===== config.mk =====
export PLATFORM = sky130hd
export DESIGN_NAME = crc8_frame_tx
export DESIGN_NICKNAME = d
export VERILOG_FILES = /design/src/rtl/crc8_pkg.sv /design/src/rtl/crc8_bit_step.sv /design/src/rtl/crc8_frame_tx.sv
export SDC_FILE = /design/constraint.sdc
export NUM_CORES = 1
export LEC_CHECK = 0
export ABC_AREA = 1
export CAP_MARGIN = 25
export CORE_UTILIZATION = 50
export CTS_BUF_LIST = sky130_fd_sc_hd__clkbuf_4
export DETAILED_ROUTE_END_ITERATION = 7
export PLACE_DENSITY = 0.74
export SETUP_SLACK_MARGIN = 0.05
export SYNTH_ARGS = -nofsm -noshare
export SYNTH_HDL_FRONTEND = slang
export SYNTH_HIERARCHICAL = 1
export SYNTH_SLANG_ARGS = --single-unit

===== constraint.sdc =====
create_clock -name clk -period 4.8 [get_ports clk]
set_clock_uncertainty 0.2 [all_clocks]
set_input_delay 0.96 -clock clk [delete_from_list [all_inputs] [get_ports clk]]
set_output_delay 0.96 -clock clk [all_outputs]
set_load 0.1 [all_outputs]

===== src/rtl/crc8_pkg.sv =====
// crc8_pkg: shared constants and state type for the CRC-8 serial framing path.
// Build option: define CRC8_TX_INIT_ONES_EN to start every frame's CRC at 8'hFF
// instead of 8'h00.
package crc8_pkg;

    // G(x) = x^8 + x^2 + x + 1, non-reflected
    localparam logic [7:0] CRC8_POLY = 8'h07;

`ifdef CRC8_TX_INIT_ONES_EN
    localparam logic [7:0] CRC8_INIT = 8'hFF;
`else
    localparam logic [7:0] CRC8_INIT = 8'h00;
`endif

    typedef enum logic [2:0] {
        ST_IDLE,
        ST_DATA,
        ST_WAIT,
        ST_CRC,
        ST_GAP
    } tx_state_t;

endpackage


===== src/rtl/crc8_bit_step.sv =====
// crc8_bit_step: one bit of the MSB-first CRC-8 recurrence. Purely combinational
// so the transmitter and any downstream checker compute identical remainders.
module crc8_bit_step
    import crc8_pkg::*;
(
    input  logic [7:0] i_crc,
    input  logic       i_bit,
    output logic [7:0] o_crc_next
);

    logic w_fb;

    assign w_fb       = i_crc[7] ^ i_bit;
    assign o_crc_next = {i_crc[6:0], 1'b0} ^ (w_fb ? CRC8_POLY : 8'h00);

endmodule


===== src/rtl/crc8_frame_tx.sv =====
// crc8_frame_tx: accepts payload bytes over valid/ready, shifts them out MSB-first
// with per-bit backpressure, and appends the 8-bit CRC after the byte marked last.
// Build option: CRC8_TX_INIT_ONES_EN selects an all-ones CRC seed (see crc8_pkg).
module crc8_frame_tx
    import crc8_pkg::*;
#(
    parameter int unsigned IDLE_GAP = 0
) (
    input  logic       clk,
    input  logic       rst,
    input  logic [7:0] in_data,
    input  logic       in_valid,
    input  logic       in_last,
    output logic       in_ready,
    output logic       ser_bit,
    output logic       ser_valid,
    input  logic       ser_ready,
    output logic       ser_crc,
    output logic       ser_last,
    output logic [7:0] crc_out,
    output logic       crc_done
);

    // Terminal value of the gap counter; unused when IDLE_GAP is zero.
    localparam logic [7:0] GAP_LAST = (IDLE_GAP == 0) ? 8'd0 : 8'(IDLE_GAP - 1);

    tx_state_t  r_state;
    tx_state_t  w_state_next;
    logic [7:0] r_shreg;
    logic [2:0] r_cnt;
    logic       r_last;
    logic [7:0] r_crc;
    logic [7:0] r_crc_out;
    logic [7:0] r_gap_cnt;

    logic       w_in_ready;
    logic       w_ser_valid;
    logic       w_ser_crc;
    logic       w_ser_last;
    logic       w_crc_done;
    logic       w_cnt_wrap;
    logic       w_accept;
    logic       w_xfer;
    logic [7:0] w_crc_next;

    assign w_cnt_wrap = (r_cnt == 3'd7);
    assign w_accept   = in_valid && w_in_ready;
    assign w_xfer     = w_ser_valid && ser_ready;

    // CRC advances on the bit currently presented, i.e. the one being transferred.
    crc8_bit_step u_step (
        .i_crc      (r_crc),
        .i_bit      (r_shreg[7]),
        .o_crc_next (w_crc_next)
    );

    // State register.
    always_ff @(posedge clk) begin
        // NOTE: every clocked assignment is non-blocking so all registers sample
        // the same pre-edge values regardless of statement order.
        if (rst) begin
            r_state <= ST_IDLE;
        end else begin
            r_state <= w_state_next;
        end
    end

    // Next state and handshake outputs; ser_valid is a pure function of state so it
    // never waits on ser_ready, while in_ready may follow ser_ready in the same cycle.
    always_comb begin
        // NOTE: every signal gets a default before the case so no path leaves one
        // unassigned, which would otherwise infer a latch.
        w_state_next = r_state;
        w_in_ready   = 1'b0;
        w_ser_valid  = 1'b0;
        w_ser_crc    = 1'b0;
        w_ser_last   = 1'b0;
        w_crc_done   = 1'b0;
        case (r_state)
            ST_IDLE: begin
                w_in_ready = 1'b1;
                if (in_valid) w_state_next = ST_DATA;
            end
            ST_DATA: begin
                w_ser_valid = 1'b1;
                w_in_ready  = w_cnt_wrap && ser_ready && !r_last;
                if (ser_ready && w_cnt_wrap) begin
                    if (r_last)        w_state_next = ST_CRC;
                    else if (in_valid) w_state_next = ST_DATA;
                    else               w_state_next = ST_WAIT;
                end
            end
            ST_WAIT: begin
                w_in_ready = 1'b1;
                if (in_valid) w_state_next = ST_DATA;
            end
            ST_CRC: begin
                w_ser_valid = 1'b1;
                w_ser_crc   = 1'b1;
                w_ser_last  = w_cnt_wrap;
                if (ser_ready && w_cnt_wrap) begin
                    w_crc_done   = 1'b1;
                    w_state_next = (IDLE_GAP > 0) ? ST_GAP : ST_IDLE;
                end
            end
            ST_GAP: begin
                if (r_gap_cnt == GAP_LAST) w_state_next = ST_IDLE;
            end
            default: w_state_next = ST_IDLE;
        endcase
        // Hold the interface quiet while reset is asserted, whatever the state.
        if (rst) begin
            w_in_ready  = 1'b0;
            w_ser_valid = 1'b0;
            w_ser_crc   = 1'b0;
            w_ser_last  = 1'b0;
            w_crc_done  = 1'b0;
        end
    end

    // Datapath: shift register, bit counter, running CRC, result and gap counter.
    always_ff @(posedge clk) begin
        if (rst) begin
            r_shreg   <= 8'h00;
            r_cnt     <= 3'd0;
            r_last    <= 1'b0;
            r_crc     <= CRC8_INIT;
            r_crc_out <= 8'h00;
            r_gap_cnt <= 8'd0;
        end else begin
            case (r_state)
                ST_IDLE, ST_WAIT: begin
                    if (w_accept) begin
                        r_shreg <= in_data;
                        r_cnt   <= 3'd0;
                        r_last  <= in_last;
                        // A frame starts only from IDLE; WAIT resumes one in progress.
                        if (r_state == ST_IDLE) r_crc <= CRC8_INIT;
                    end
                end
                ST_DATA: begin
                    if (w_xfer) begin
                        r_crc   <= w_crc_next;
                        r_cnt   <= r_cnt + 3'd1;
                        r_shreg <= {r_shreg[6:0], 1'b0};
                        if (w_cnt_wrap) begin
                            if (r_last) begin
                                // Final remainder becomes the trailer.
                                r_shreg <= w_crc_next;
                            end else if (w_accept) begin
                                r_shreg <= in_data;
                                r_last  <= in_last;
                            end
                        end
                    end
                end
                ST_CRC: begin
                    if (w_xfer) begin
                        r_cnt   <= r_cnt + 3'd1;
                        r_shreg <= {r_shreg[6:0], 1'b0};
                        if (w_cnt_wrap) begin
                            r_crc_out <= r_crc;
                            r_crc     <= CRC8_INIT;
                            r_gap_cnt <= 8'd0;
                        end
                    end
                end
                ST_GAP: begin
                    r_gap_cnt <= r_gap_cnt + 8'd1;
                end
                default: ;
            endcase
        end
    end

    assign in_ready  = w_in_ready;
    assign ser_valid = w_ser_valid;
    assign ser_bit   = w_ser_valid ? r_shreg[7] : 1'b0;
    assign ser_crc   = w_ser_crc;
    assign ser_last  = w_ser_last;
    assign crc_done  = w_crc_done;
    assign crc_out   = r_crc_out;

endmodule


==> After elaboration in Yosys (flattened, before gate mapping) <==
Cells that the tools add are included.
{ "word_totals": {"out_inout_bits": 14, "inputBits": 13, "ff_bits": 39, "word_cells": 90} }
{ "classes": {"n_eq_ne": 16, "n_mux": 43, "n_reduce_logical": 20, "add_sub_neg": 2, "bitwise": 2} }
{ "ops": {"columns": ["op", "count"], "rows": [
  ["8-bit two-way mux", 11],
  ["8-bit case mux with 3 select lines", 2],
  ["3-bit two-way mux", 7],
  ["1-bit two-way mux", 16],
  ["8-bit case mux with 2 select lines", 1],
  ["2-bit inequality test (second input constant)", 7],
  ["3-bit case mux with 4 select lines", 1],
  ["4-bit AND reduction", 3],
  ["3-bit AND reduction", 3],
  ["8-bit by 1-bit adder with 8-bit output (second input constant)", 1],
  ["8-bit zero test", 1],
  ["2-bit by 1-bit inequality test with 1-bit output (second input constant)", 4],
  ["8-bit bitwise XOR", 1],
  ["3-bit by 2-bit == test with 1-bit output (second input constant)", 2],
  ["3-bit == test (second input constant)", 2],
  ["3-bit case mux with 2 select lines", 1],
  ["6-bit AND reduction", 1],
  ["2-bit nonzero test", 3],
  ["1-bit logical AND", 4],
  ["2-bit two-way mux", 2],
  ["1-bit case mux with 2 select lines", 2],
  ["2-bit OR reduction", 2],
  ["3-bit by 1-bit adder with 3-bit output (second input constant)", 1],
  ["3-bit by 1-bit == test with 1-bit output (second input constant)", 1],
  ["4 further kinds", 4]
]} }

==> Depth between registers and ports, before layout <==
{ "depth": {"word_depth": 11, "depth_mapped": 13, "depth_no_buf": 12} }

==> Modules after synthesis <==
Netlist, hierarchy kept.
{ "by_module_without_submodules": {"columns": ["mod", "seq_area_each_um2", "area_per_inst_um2", "cells_each", "instances"], "rows": [
  ["crc8_frame_tx", 600.6, 1720.4, 264, 1],
  ["crc8_bit_step", 0.0, 106.4, 21, 1]
]} }

==> Worst setup path before layout <==
OpenSTA, ideal clock, no wires.
{ "synth_timing": {"path_kind": "input to output", "from": "input port rst", "to": "output port ser_last", "t_required_ns": 3.640, "path_stages": 2, "n_path_buf": 1, "arrival_time_ns": 3.256, "path_slack_ns": 0.384, "path_cell_list": "clkbuf_1 > nor3_1"} }
{ "synth_via": {"elab_chain_cells": 1} }
{ "synth_rtl": {"columns": ["element", "line_no", "text"], "rows": [
  ["from (decl)", "crc8_frame_tx.sv:10", "input logic rst,"],
  ["1-bit two-way mux", "crc8_frame_tx.sv:112", "if (rst) begin"],
  ["to (decl)", "crc8_frame_tx.sv:19", "output logic ser_last,"]
]} }
Every way passes these cells.

==> Worst setup path after layout <==
{ "layout_timing": {"from": "input port rst", "to": "output port crc_done"} }
{ "layout_via": {"elab_chain_cells": 1} }
{ "layout_rtl": {"columns": ["element", "line_no", "text"], "rows": [
  ["1-bit two-way mux", "crc8_frame_tx.sv:112", null],
  ["to (decl)", "crc8_frame_tx.sv:21", "output logic crc_done"]
]} }
Every way passes these cells.

==> results.md <==
* Post-layout util at 0.6110
* Diodes inserted at 0
* Pre-CTS setup slack at 1.116 ns
* Min cycle time layout at 3.678 ns
* CP Capture Type: primary output
* Cells after Synth at 285
* Starting DRT DRC Count at approximately 110
* Routed Antenna Nets at 0
* Critical path peak fanout at 11
* Worst min path class: reg2reg
* Cell Rows at 21
* R2r setup slk at 2.33 ns
* Routability cong. at 0.8327
* CTS resizes at 0
* Core Area at 0.003416 mm^2
* # fillers at 360
* Fmax at 271.9 MHz
* Area leader, netlist: dfxtp_1
* CP required at ~3.6 ns
* Chip width at about 62 um
* Initial Util at 0.5348
* Layout Area Growth over Synthesis at 14.25%
* Root Buffer: clkbuf_4
* First-pass GRT wire length at 7.479 mm
* RSZ-0062 raised after global routing: false
* Post-synth top area share at 0.3288
* Avg WL per Cell at about 12 um
* GRT overflow at 0
* Slew Viols, Final at 0
* Initial antenna violation count at 0
* I/O Buffers at 26
* DIE AREA at approximately 0.0039 mm^2
* All-Layer GR Usage at 0.2376
* Drt via density at 5.276
* Post-CTS Hold Buffers at 0
* Min Hold Slack at about 0.29 ns
* CTS buffer count at 5
* Die height at ~62 um
* Worst Setup Start Kind: primary input
* Syn_nets at 300
* Peak supply drop at 0.1654 mV
* Slew margin rel. at 0.3502
* Final #Nets at around 320
* Fin crit share at 0.7662
* Clock Latency Late Sink at 0.33 ns
* DR pass1 iterations at 4
* CTS Buffer Depth at 2
* Final setup vio count at 0
* IO Pins at 27
* DRC viols at 0
* Pin count of the biggest net entering global routing at 27
* P_leak at 0.9185 nW
* Max_cap viols at 0
* Synth Area per Inst at about 6.4 um^2
* Via count at 1836
* H-Tree Depth at 2
* Post CTS Setup Buffer Count at 0
* Final WL at approximately 4.2 mm
* Setup tns final at 0 ns
* Yosys warns at 6
* Num Clock Sinks at 30
* Setup CP Type: in2out
* CTS tree: built
* Detail Placement HPWL at 2.968 mm
* Synthesized flop and latch total at 30
* CP arrival at 2.52 ns
* Final worst slack at 1.122 ns
* Worst Tran Pin Value at 0.9716 ns
* Synth top area cells: dfxtp_1 33%, nand2_1 19%, a21oi_1 7.7%
* Register area share after synthesis at 0.3288
* Pwr Density at 274.4 mW/mm^2
* Vias in the first global route at 1663
* Outcome: completed
* Layout cells sized above 1 at 0.09934
* Clk slew on worst S/H paths at 0.09 ns
* Synth unique cells at 30
* Post-Synthesis Cell Area at 0.001827 mm^2
* Hold Fails Final Rpt at 0
power breakdown:
group	total (mW)	internal [mW]	switching (mW)
Sequential	0.279	0.263	0.0160
Combinational	0.143	0.0474	0.0952
Clock	0.151	0.0606	0.0900
Total	0.573	0.371	0.201
synthesized netlist by cell type, drive strengths merged:
| cell | instances |
|---|---|
| a211oi | 1 |
| a21boi | 1 |
| a21oi | 28 |
| a22oi | 1 |
| and3 | 7 |
| buf | 14 |
| clkbuf | 5 |
| dfxtp | 30 |
| ha | 2 |
| inv | 24 |
| nand2 | 96 |
| nand3 | 17 |
| nand4 | 7 |
| nor2 | 22 |
| nor3 | 3 |
| o211ai | 1 |
| o21ai | 25 |
| o22ai | 1 |
final timing paths:
| check | startpoint | endpoint | cells after the start |
|---|---|---|---|
| hold / removal | crc_out[6]$_SDFFE_PP0P_ | crc_out[6]$_SDFFE_PP0P_ | 2 |
| setup reg to reg | r_cnt[0]$_SDFFE_PP0P_ | r_crc[2]$_SDFFE_PP0P_ | 9 |
| hold reg to reg | crc_out[6]$_SDFFE_PP0P_ | crc_out[6]$_SDFFE_PP0P_ | 2 |
| setup / recovery | rst | crc_done | 6 |
layout make-up:
class / instances / area (um^2) / area share
Multi-Input combinational cell: 212 / 1012 / 0.4850
Timing Repair Buffer: 28 / 272.8 / 0.1307
Sequential cell: 30 / 600.6 / 0.2878
Clock buffer: 6 / 45.04 / 0.02158
Clock inverter: 2 / 8.758 / 0.004197
Tap cell: 46 / 57.56 / 0.02758
Inverter: 24 / 90.09 / 0.04317
kinds of logic after synthesis:
logic type / share of synthesized area
DFF: 0.3288
buffers and inverters: 0.1171
AOI/OAI and AO/OA: 0.1671
and+or+nand+nor: 0.3733
adders and majority gates: 0.01370
critical path, stage by stage:
cell and delay (ns):
clkdlybuf4s50_1 0.50, buf_4 0.22, nor2_1 0.14, nand2_1 0.18
inv_2 0.20, buf_4 0.32
routing by layer:
metal | vias to the layer above | global-route usage | wire length, um
met5 | - | 0 | 0
met4 | 0 | 0.06105 | 40
met2 | 58 | 0.3804 | 1921
met1 | 821 | 0.3307 | 1995
li1 | 950 | - | -
met3 | 7 | 0.03832 | 289
state kept, by name (all words and copies together), names as in the netlist:
name,flops
r_state,2
r_last,1
crc_out,8
r_cnt,3
r_crc,8
r_shreg,8
stage by stage:
step	instance area [um^2]	instances	total power, mW
after floorplan	1827	285	0.3922
after global placement	2033	340	0.4251
final	2087	348	0.5726
after global routing	2087	348	0.6101
after CTS	2087	348	0.5737
after detailed placement	2033	340	0.4257
cell usage in the layout (no fill, tap or decap):
master / instances
clkinv_1: 1
and3_1: 7
nand4_1: 6
o21ai_2: 1
a21boi_0: 1
buf_12: 1
nand2_4: 2
a22oi_1: 1
o211ai_1: 1
nor2_1: 19
nor2_2: 1
ha_1: 2
clkinv_2: 1
nor3_2: 2
nand2_1: 93
o21ai_0: 22
inv_1: 19
nor2_4: 2
dfxtp_1: 30
o21ai_1: 2
clkbuf_4: 6
nand4_2: 1
a211oi_1: 1
a21oi_1: 28
nand3_1: 17
inv_2: 5
nand2_2: 1
o22ai_1: 1
buf_4: 7
clkdlybuf4s50_1: 20
nor3_1: 1
Note: power is estimated with default switching activity, not from simulation.
